===== config.mk =====
export PLATFORM = sky130hd
export DESIGN_NAME = relu_output_writer
export DESIGN_NICKNAME = d
export VERILOG_FILES = /design/src/rtl/relu_output_writer_pkg.sv /design/src/rtl/relu_output_writer.sv
export SDC_FILE = /design/constraint.sdc
export NUM_CORES = 1
export LEC_CHECK = 0
export ABC_CLOCK_PERIOD_IN_PS = 3200
export CORE_MARGIN = 2
export CORE_UTILIZATION = 54
export CTS_BUF_LIST = sky130_fd_sc_hd__clkbuf_16
export CTS_CLUSTER_DIAMETER = 80
export DETAILED_ROUTE_END_ITERATION = 12
export GPL_TIMING_DRIVEN = 0
export PLACE_DENSITY = 0.92
export SYNTH_ARGS = -nofsm -noshare
export SYNTH_HDL_FRONTEND = slang
export SYNTH_SLANG_ARGS = --single-unit

===== constraint.sdc =====
create_clock -name clk -period 3.2 [get_ports clk]
set_clock_uncertainty 0.1 [all_clocks]
set_input_delay 0.48 -clock clk [delete_from_list [all_inputs] [get_ports clk]]
set_output_delay 0.48 -clock clk [all_outputs]
set_load 0.005 [all_outputs]

===== src/rtl/relu_output_writer_pkg.sv =====
// Shared constants and types for the convolution pipeline's output-SRAM writer stage.
// SRAM geometry is reused by every stage that talks to an output SRAM.
package relu_output_writer_pkg;

    localparam int SRAM_ADDRW = 12;
    localparam int SRAM_DATAW = 16;

    typedef enum logic {
        EMPTY = 1'b0,
        HALF  = 1'b1
    } writer_state_t;

endpackage


===== src/rtl/relu_output_writer.sv =====
// Packs pairs of 8-bit ReLU results into 16-bit words and writes them to
// sequential output-SRAM addresses, one word per matrix boundary or pair.
module relu_output_writer
    import relu_output_writer_pkg::*;
#(
    parameter int               ADDRW     = SRAM_ADDRW,
    parameter int               DATAW     = SRAM_DATAW,
    parameter logic [ADDRW-1:0] BASE_ADDR = '0
) (
    input  logic             clk,
    input  logic             reset_b,
    input  logic             start,
    input  logic             in_valid,
    input  logic [7:0]       in_data,
    input  logic             in_last,
    output logic             output_sram_write_enable,
    output logic [ADDRW-1:0] output_sram_write_addresss,
    output logic [DATAW-1:0] output_sram_write_data,
    output logic             matrix_done,
    output logic             byte_pending,
    output logic [ADDRW-1:0] words_written
);

    writer_state_t    state_q, state_d;
    logic [7:0]       held_q, held_d;
    logic [ADDRW-1:0] ptr_q;
    logic [ADDRW-1:0] addr_q;
    logic [ADDRW-1:0] cnt_q;
    logic [DATAW-1:0] data_q;
    logic             we_q;
    logic             done_q;

    logic             wr_issue;
    logic             wr_done;
    logic [DATAW-1:0] wr_word;

    always_comb begin
        state_d  = state_q;
        held_d   = held_q;
        wr_issue = 1'b0;
        wr_done  = 1'b0;
        wr_word  = data_q;
        if (start) begin
            // start outranks any same-cycle input sample
            state_d = EMPTY;
            held_d  = 8'h00;
        end else if (in_valid) begin
            case (state_q)
                EMPTY: begin
                    if (in_last) begin
                        wr_issue = 1'b1;
                        wr_done  = 1'b1;
                        wr_word  = {{(DATAW-8){1'b0}}, in_data};
                    end else begin
                        held_d  = in_data;
                        state_d = HALF;
                    end
                end
                HALF: begin
                    wr_issue = 1'b1;
                    wr_done  = in_last;
                    wr_word  = {in_data, held_q};
                    state_d  = EMPTY;
                end
                default: state_d = EMPTY;
            endcase
        end
    end

    always_ff @(posedge clk or negedge reset_b) begin
        if (!reset_b) begin
            state_q <= EMPTY;
            held_q  <= 8'h00;
            ptr_q   <= BASE_ADDR;
            addr_q  <= BASE_ADDR;
            cnt_q   <= '0;
            data_q  <= '0;
            we_q    <= 1'b0;
            done_q  <= 1'b0;
        end else begin
            state_q <= state_d;
            held_q  <= held_d;
            we_q    <= wr_issue;
            done_q  <= wr_done;
            if (start) begin
                ptr_q  <= BASE_ADDR;
                addr_q <= BASE_ADDR;
                cnt_q  <= '0;
            end else begin
                // ptr_q is the next free location; the port shows it when idle
                addr_q <= ptr_q;
                if (wr_issue) begin
                    ptr_q  <= ptr_q + 1'b1;
                    cnt_q  <= cnt_q + 1'b1;
                    data_q <= wr_word;
                end
            end
        end
    end

    assign output_sram_write_enable   = we_q;
    assign output_sram_write_addresss = addr_q;
    assign output_sram_write_data     = data_q;
    assign matrix_done                = done_q;
    assign byte_pending               = (state_q == HALF);
    assign words_written              = cnt_q;

endmodule


==> run metrics, run 1 <==
WL final just under 6 mm; # DRC 0; mapped cell area 2660 um^2; initial DRC count 84; Slowest-stage cell, CP clkdlybuf4s50_1; die span in x 74.2 um; sw power approximately 0.45 mW; RSZ-0062 raised after global routing no; WL/cell 15.0 um; clock slew at reported path FFs 50 ps; Overflow after GRT 0; drt pass-1 iters 4; dpl cells between 300 and 400; TritonCTS clock tree done; maxcap violations 0; Starting Density 0.563; Die Y 74.2 um; CP Class flip-flop to output pin; required time worst endpoint 2620 ps; core area 4720 um^2; vias in the first global route 2044; diodes inserted 0; Clock Root Buffer clkbuf_16; critical path fanouts, max 6; Peak VDD IR around 0.39 mV; buffers and inverters on the worst path 1; Logic pwr share 0.098; clock sinks 63; final worst slack 1280 ps; Max H-tree Level 3; CP Launch Type flip-flop; via count ~2.1k; Synth cell types 30; post-route ant nets 0; endpoint type of the worst setup path output pin; Post-Syn Area per Cell 10.7 um^2; cell breakdown of the critical path clkdlybuf4s50_1; slew at the pin closest to its max-slew limit between 900 and 1000 ps; gr usage total 0.232; CTS resizes 0; P_int 1.53 mW; Power Total between 1.5 and 2 mW; Pwr Density 551 nW/um^2; max incr delay on CP 550 ps; initial antenna violation count 0; YS warnings 0; final count of negative-setup-slack endpoints 0; status finished clean; HP Class input pin to async pin; Net Count, Synth between 200 and 300; DRT met1 WL 2.45 mm; Crit path arrival time around 1300 ps; # rows 25; #FFs+latches synth 63; Slew Viols, Final 0; first-pass GRT wire length ~9.4 mm; sequential share of the synthesized area 0.593; worst-case clock buffer depth 2; CTS Buf Count 9; Post-CTS Setup Bufs 0; DP HPWL 3.84 mm; Rel. slew slack 0.386; period utilization 0.599; area delta synth->final 35.2%; Final min period 1920 ps; largest net degree at the start of global routing 42; post-place setup slack between 900 and 1000 ps; Fin. Hold Viols 0; Top Metal Used met4; die footprint roughly 5500 um^2; I/O pin cnt between 50 and 60; Seq pwr share 0.434; share of layout cells above drive strength 1 0.0813; met2 WL 2.93 mm; GP Congestion 0.766; clk_lat worst skew 320 ps; Via-to-Cell Ratio 5.36; CTS Hold Bufs 0; port bufs 54; Non-Filler Instances 387; Static Leak ~1.5 nW; Clk pwr share 0.468; fin nets 330; Crit path max-delay family buffers and inverters; Synth Instances 249; sw frac 0.225; Layout fillers 308; Fmax approximately 520 MHz; met3 wire length 345 um
## synth_stat cells
library cell	number	area [um^2]
dfrtp_1	63	1580
nand2_1	38	143
nor2_1	24	90.1
xnor2_1	15	131
a21oi_1	13	65.1
nor2b_1	12	75.1
o21ai_0	10	50.1
a22o_1	8	70.1
mux2i_1	8	80.1
clkbuf_1	7	26.3
nor3_1	7	35.0
nand3_1	5	25.0
nand4_1	5	31.3
nor4_1	5	31.3
xor2_1	4	35.0
buf_4	3	22.5
inv_1	3	11.3
and3b_1	2	17.5
buf_2	2	10.0
buf_6	2	22.5
ha_1	2	25.0
nand2b_1	2	12.5
or3_1	2	12.5
and2_1	1	6.26
mux2_2	1	11.3
o2111ai_1	1	8.76
o211ai_1	1	7.51
o211ai_2	1	12.5
o21a_1	1	7.51
o21ai_1	1	5.00
## power groups by stage
stage	registers, mW	clock network (mW)	logic, mW
after floorplan	0.873	0	0.0703
after global routing	0.864	0.982	0.213
after detailed placement	0.873	0	0.191
final	0.860	0.928	0.193
after CTS	0.860	0.939	0.196
after global placement	0.870	0	0.183
## cell usage in the layout, fill, tap and decap left out, drive strengths merged, types with 3 or more instances in the layout
master / synthesis / final
nand4: 5 / 5
dfrtp: 63 / 63
a22o: 8 / 8
o21ai: 11 / 11
nor3: 7 / 7
nor4: 5 / 5
xor2: 4 / 4
nand3: 5 / 5
inv: 3 / 3
buf: 7 / 9
mux2i: 8 / 8
a21oi: 13 / 13
clkbuf: 7 / 16
nor2b: 12 / 12
nand2: 38 / 38
xnor2: 15 / 15
nor2: 24 / 24
clkdlybuf4s50: 0 / 53
clkinv: 0 / 4
## per-stage QoR
stage	instance area (um^2)	utilization	setup TNS, ps	hold WS [ps]
after global placement	3280	0.695	-23130	362
after detailed placement	3300	0.700	0	370
final	3590	0.761	0	194
after floorplan	2660	-	0	84.4
after CTS	3590	0.761	0	216
after global routing	3590	0.761	0	278
## final cells by class
cell class | count | area, um^2 | share of cell area
flip-flops and latches | 63 | 1580 | 0.439
multi-input cells | 169 | 988 | 0.275
repair buffers | 55 | 563 | 0.157
clock buffers | 9 | 225 | 0.0627
well taps | 67 | 83.8 | 0.0233
plain buffers | 14 | 81.3 | 0.0226
clock inverters | 7 | 63.8 | 0.0178
inverters | 3 | 11.3 | 0.00313
## metal layers
layer  vias to the layer above  global-route usage
li1                        975                   -
met1                      1018               0.288
met2                        74               0.380
met3                         9              0.0772
met4                         0              0.0848
met5                         -                   0
## sequential cells by signal, summed over array words and instances (netlist names)
signal / flops
ptr_q: 12
matrix_done: 1
byte_pending: 1
words_written: 12
output_sram_write_addresss: 12
held_q: 8
output_sram_write_data: 16
output_sram_write_enable: 1
## kinds of logic after synthesis
| family | count (synthesis) | synth area share |
|---|---|---|
| AND/OR/NAND/NOR | 103 | 0.180 |
| flip-flops | 63 | 0.593 |
| AO/OA/AOI/OAI | 36 | 0.0852 |
| XOR/XNOR | 19 | 0.0626 |
| buffers and inverters | 17 | 0.0348 |
| multiplexers | 9 | 0.0344 |
| adder cells (fa/ha/maj) | 2 | 0.00941 |
## final timing paths
check | start | endpoint | slack (ps) | depth (start not counted)
min in group clk | output_sram_write_data[2] | output_sram_write_data[2] | 380 | 2
hold reg to reg | output_sram_write_data[2] | output_sram_write_data[2] | 380 | 2
max in group asynchronous | reset_b | ptr_q[11] | 2180 | 2
hold / removal | reset_b | output_sram_write_data[0] | 190 | 1
setup reg to reg | byte_pending | words_written[11] | 1480 | 5
setup / recovery | words_written[3] | words_written[3] | 1280 | 1
No activity file was read; power rests on OpenSTA's default activity.
==> run 2, diff against run 1 <==
Settings changed: ABC_CLOCK_PERIOD_IN_PS 3200 to 1800, CORE_UTILIZATION 54 to 50, PLACE_DENSITY 0.92 to 0.87.
Clock period 3.2 ns to 1.8 ns, I/O delays scaled along.
==> run 2 against run 1 <==
Compared with the run above: sequential power grew 78%; die area grew 7.6%; clock power grew 78%; setup slack lost 1200 ps; critical path depth is the same; register-to-register slack lost 1400 ps; via count shrank 2.2%; final cell count grew 1.0%; highest routed layer unchanged.
==> run metrics, run 2 (same netlist as run 1, synthesis figures left out) <==
Clk pwr share 0.468 (about the same); Placed Area 3300 um^2 (-0.11%); CTS resizes 0 (unchanged); worst-case reg-to-reg path depth 5 (unchanged); fin nets 331 (+0.30%); period utilization 0.937; HP Class input pin to flip-flop; slew at the pin closest to its max-slew limit 707 ps (-214 ps); CTS Hold Bufs 1 (+1); commonest non-fill, non-tap cells in the layout dfrtp_1 (63), clkdlybuf4s50_1 (53), nand2_1 (38), nor2_1 (24), xnor2_1 (15); endpoint type of the worst setup path output pin; Static Leak 1.53 nW (about the same); clk_lat worst skew 330 ps (about the same); sw frac 0.225 (about the same); commonest non-fill, non-tap cell in the layout dfrtp_1; Via-to-Cell Ratio 5.19 (-3.2%); maxcap violations 0 (unchanged); Clock Root Buffer clkbuf_16; largest net degree at the start of global routing 34 (-19%); Max H-tree Level 3 (unchanged); max incr delay on CP 540 ps (about the same); critical path fanouts, max 6 (unchanged); cell breakdown of the critical path clkdlybuf4s50_1; required time worst endpoint 1430 ps (-1190 ps); core area 5110 um^2 (+8.1%); RSZ-0062 raised after global routing no; Rel. slew slack 0.529 (+0.142); clock slew at reported path FFs 50 ps (about the same); initial DRC count 95 (+13%); Post-CTS Setup Bufs 0 (unchanged); via count 2031 (-2.2%); WL final 5.78 mm (-0.48%); Worst Hold Path EP matrix_done; Die Y 76.9 um (+3.7%); Peak VDD IR 0.768 mV (+98%); Fmax 593 MHz; reg2reg setup slack 120 ps (-1360 ps); buffers and inverters on the worst path 1 (unchanged); Non-Filler Instances 391 (+1.0%); port bufs 54 (unchanged); diodes inserted 0 (unchanged); Fin. Hold Viols 0 (unchanged); die footprint 5910 um^2 (+7.6%); area delta synth->final 35.5%; sw power 0.792 mW (+78%); Layout fillers 388 (+26%); CP Class flip-flop to output pin; # rows 26 (+4.0%); Slew Viols, Final 0 (unchanged); CTS Buf Count 9 (unchanged); WL/cell 14.8 um (-1.5%); Pwr Density 978 nW/um^2 (+77%); Slowest-stage cell, CP clkdlybuf4s50_1; Starting Density 0.520 (-0.0423); P_int 2.73 mW (+78%); vias in the first global route 2060 (+0.78%); CP Launch Type flip-flop; Overflow after GRT 0 (unchanged); first-pass GRT wire length 9.72 mm (+3.2%); Logic pwr share 0.098 (about the same); GP Congestion 0.793 (+3.5%); worst r2r src byte_pending; initial antenna violation count 0 (unchanged); TritonCTS clock tree done; gr usage total 0.215 (-0.0170); share of layout cells above drive strength 1 0.0810 (-0.000253); drt pass-1 iters 4 (unchanged); fin area 3600 um^2 (+0.17%); post-route ant nets 0 (unchanged); status finished clean; max reg flops 16 (unchanged); hold_sp in_valid; Crit path arrival time 1320 ps (-20 ps); Crit Reg-Reg Endpoint words_written[11]; Crit path max-delay family buffers and inverters; DP HPWL 4.00 mm (+4.3%); clock sinks 63 (unchanged); die span in x 76.9 um (+3.7%); # DRC 0 (unchanged); worst-case clock buffer depth 2 (unchanged); final count of negative-setup-slack endpoints 0 (unchanged); I/O pin cnt 56 (unchanged); Seq pwr share 0.434 (about the same); dpl cells 374 (+0.81%); WHS Path Cells 2; Final min period roughly 1700 ps
==> run 2: cell types whose count changed in the layout (fill, tap and decap cells not counted), sizes merged <==
cell and change:
dlygate4sd3 +1
==> run 2: per-layer routing <==
metal,vias up,wire (um),GRT usage
li1,974,-,-
met1,999,2470,0.264
met2,47,2920,0.351
met3,11,305,0.0718
met4,0,93,0.0836
met5,-,0,0
==> run 2: cell type report <==
| class | instances | area, um^2 | area share |
|---|---|---|---|
| Clock buffer | 9 | 225 | 0.0626 |
| Multi-Input combinational cell | 169 | 988 | 0.275 |
| Tap cell | 70 | 87.6 | 0.0243 |
| Inverter | 3 | 11.3 | 0.00313 |
| Buffer | 14 | 81.3 | 0.0226 |
| Sequential cell | 63 | 1580 | 0.438 |
| Timing Repair Buffer | 56 | 566 | 0.157 |
| Clock inverter | 7 | 63.8 | 0.0177 |
==> run 2: worst max path at each step <==
stage / start / endpoint / cells after the start
6_report: words_written[3] / words_written[3] / 1
4_1_cts: byte_pending / words_written[11] / 5
3_5_place_dp: in_last / output_sram_write_data[14] / 7
5_1_grt: byte_pending / words_written[11] / 5
3_3_place_gp: reset_b / ptr_q[8] / 1
2_1_floorplan: byte_pending / words_written[11] / 5
==> run 2: power by group through the flow <==
stage                     Clock, mW  Combinational, mW  Sequential (mW)
final                          1.65              0.346             1.53
after CTS                      1.67              0.350             1.53
after global routing           1.73              0.380             1.54
after detailed placement          0              0.344             1.55
after global placement            0              0.326             1.55
after floorplan                   0              0.125             1.55
==> run 2: per-stage QoR <==
step	hold WS (ps)	worst slack [ps]	util	TNS [ps]	power, mW
floorplan	-126	259	-	0	1.68
global placement	365	-1560	0.643	-100950	1.87
detailed placement	255	-196	0.646	-5350	1.90
CTS	232	106	0.705	0	3.55
global route	246	22.0	0.705	0	3.65
finish	241	113	0.705	0	3.52
==> run 3, diff against run 2 <==
Settings changed: ABC_CLOCK_PERIOD_IN_PS 1800 to 1700.
Clock period 1.8 ns to 1.7 ns, I/O delays scaled along.
==> run 3 against run 2 <==
Compared with the run above: via count rose by 0.20%; hold slack got worse by 14 ps; utilization rose by 0.20 points; final area rose by 0.28%; flip-flop and latch count did not move; sequential power rose by 6%; first-iteration DRC count rose by 4.2%; global-route usage did not move; critical path depth rose by 4; clock power rose by 6%; final cell count did not move; critical path type is now flip-flop to flip-flop.
==> run metrics, run 3 (same netlist as run 1, synthesis figures left out) <==
status finished clean; Static Leak 1.55 nW (+0.98%); Max H-tree Level 3 (unchanged); die footprint 5910 um^2 (unchanged); largest net degree at the start of global routing 34 (unchanged); Peak VDD IR 0.815 mV (+6.1%); fin nets 331 (unchanged); maxcap violations 0 (unchanged); Seq pwr share 0.434 (about the same); post-route ant nets 0 (unchanged); GP Congestion 0.793 (unchanged); final count of negative-setup-slack endpoints 0 (unchanged); slew at the pin closest to its max-slew limit 706 ps (-0.633 ps); RSZ-0062 raised after global routing yes; sw power 0.843 mW (+6.4%); via count 2035 (+0.20%); post-place setup slack -281 ps (-85.0 ps); gr usage total 0.215 (unchanged); clock slew at reported path FFs 50 ps (about the same); Pwr Density 1030 nW/um^2 (+5.7%); core area 5110 um^2 (unchanged); port bufs 54 (unchanged); Rel. slew slack 0.529 (about the same); # rows 26 (unchanged); DP HPWL 4.00 mm (unchanged); period utilization 0.989; fin area 3610 um^2 (+0.28%); area delta synth->final 35.8%; max reg flops 16 (unchanged); required time worst endpoint 1810 ps (+380 ps); worst-case clock buffer depth 2 (unchanged); Setup TNS 0 ps (unchanged); HP Class input pin to flip-flop; die span in x 76.9 um (unchanged); drt pass-1 iters 5 (+1); Clk pwr share 0.468 (about the same); Layout fillers 388 (unchanged); CTS Buf Count 9 (unchanged); Fin. Hold Viols 0 (unchanged); critical path fanouts, max 7 (+1); commonest non-fill, non-tap cell in the layout dfrtp_1; Placed Area 3300 um^2 (unchanged); initial DRC count 99 (+4.2%); Final min period between 1500 and 2000 ps; Crit path arrival time 1790 ps (+470 ps); Fmax about 590 MHz; clk_lat worst skew 330 ps (about the same); I/O pin cnt 56 (unchanged); vias in the first global route 2060 (unchanged); CP Launch Type flip-flop; CP Class flip-flop to flip-flop; Die Y 76.9 um (unchanged); initial antenna violation count 0 (unchanged); Slew Viols, Final 0 (unchanged); Clock Root Buffer clkbuf_16; share of layout cells above drive strength 1 0.0841 (+0.00312); Logic pwr share 0.098 (about the same); first-pass GRT wire length 9.72 mm (unchanged); diodes inserted 0 (unchanged); Via-to-Cell Ratio 5.20 (+0.20%); Power Total 3.73 mW (+6.0%); WL/cell 14.9 um (+0.76%); sw frac 0.226 (+0.000818); TritonCTS clock tree done; P_int 2.89 mW (+5.9%); Starting Density 0.520 (unchanged); # DRC 0 (unchanged); final worst slack 18.8 ps (-94.6 ps); commonest non-fill, non-tap cells in the layout dfrtp_1 (63), clkdlybuf4s50_1 (52), nand2_1 (38), nor2_1 (24), xnor2_1 (15); WL final 5.82 mm (+0.76%); endpoint type of the worst setup path flip-flop; Overflow after GRT 0 (unchanged); clock sinks 63 (unchanged)
==> run 3: cell types whose count changed in the layout (fill, tap and decap cells not counted), sizes merged <==
cell	delta
buf	+1
clkbuf	-1
clkdlybuf4s50	-1
dlymetal6s2s	+1
==> run 3: path summary, 6_finish.rpt <==
kind | startpoint | end | slack [ps] | cells after the start
min | in_valid | matrix_done | 230 | 2
max in group asynchronous | reset_b | output_sram_write_addresss[9] | 460 | 3
max reg2reg | byte_pending | words_written[11] | 20 | 5
max | byte_pending | words_written[11] | 20 | 5
min reg2reg | output_sram_write_data[0] | output_sram_write_data[0] | 380 | 2
min in group asynchronous | reset_b | output_sram_write_data[8] | 420 | 2
==> run 3: area by class of cell <==
class / instances / area (um^2) / area share
well taps: 70 / 87.6 / 0.0243
plain buffers: 13 / 81.3 / 0.0225
multi-input cells: 169 / 988 / 0.274
inverters: 3 / 11.3 / 0.00312
flip-flops and latches: 63 / 1580 / 0.437
repair buffers: 57 / 576 / 0.159
clock buffers: 9 / 225 / 0.0624
clock inverters: 7 / 63.8 / 0.0177
==> run 3: what timing repair did <==
action	CTS	global route
endpoints found under the setup margin	0	18
hold endpoints to repair	30	0
setup buffers	0	1
gates resized for setup	0	2
hold buffers	1	0
==> run 3: through the flow <==
step / util / cells / hold WS [ps]
after global placement: 0.643 / 373 / 365
after detailed placement: 0.646 / 374 / 240
final: 0.707 / 391 / 226
after CTS: 0.705 / 391 / 217
after floorplan: - / 249 / -141
after global routing: 0.707 / 391 / 231
==> run 3: critical path, stage by stage, from the launching register on <==
cell and delay (ps):
dfrtp_1 370, buf_2 170, o211ai_1 360, nor2_1 120, nand3_1 120, mux2_2 330
==> run 3: power by group through the flow <==
| stage | Clock (mW) | Combinational, mW | Sequential (mW) |
|---|---|---|---|
| CTS | 1.77 | 0.371 | 1.62 |
| global route | 1.83 | 0.404 | 1.63 |
| finish | 1.75 | 0.367 | 1.62 |
| detailed placement | 0 | 0.364 | 1.64 |
| floorplan | 0 | 0.132 | 1.64 |
| global placement | 0 | 0.345 | 1.64 |
==> run 3: metal layers <==
metal	global-route usage	vias up	wire length (um)
met3	0.0718	7	324
met2	0.351	56	2950
li1	-	971	-
met1	0.264	1001	2480
met5	0	-	0
met4	0.0836	0	70
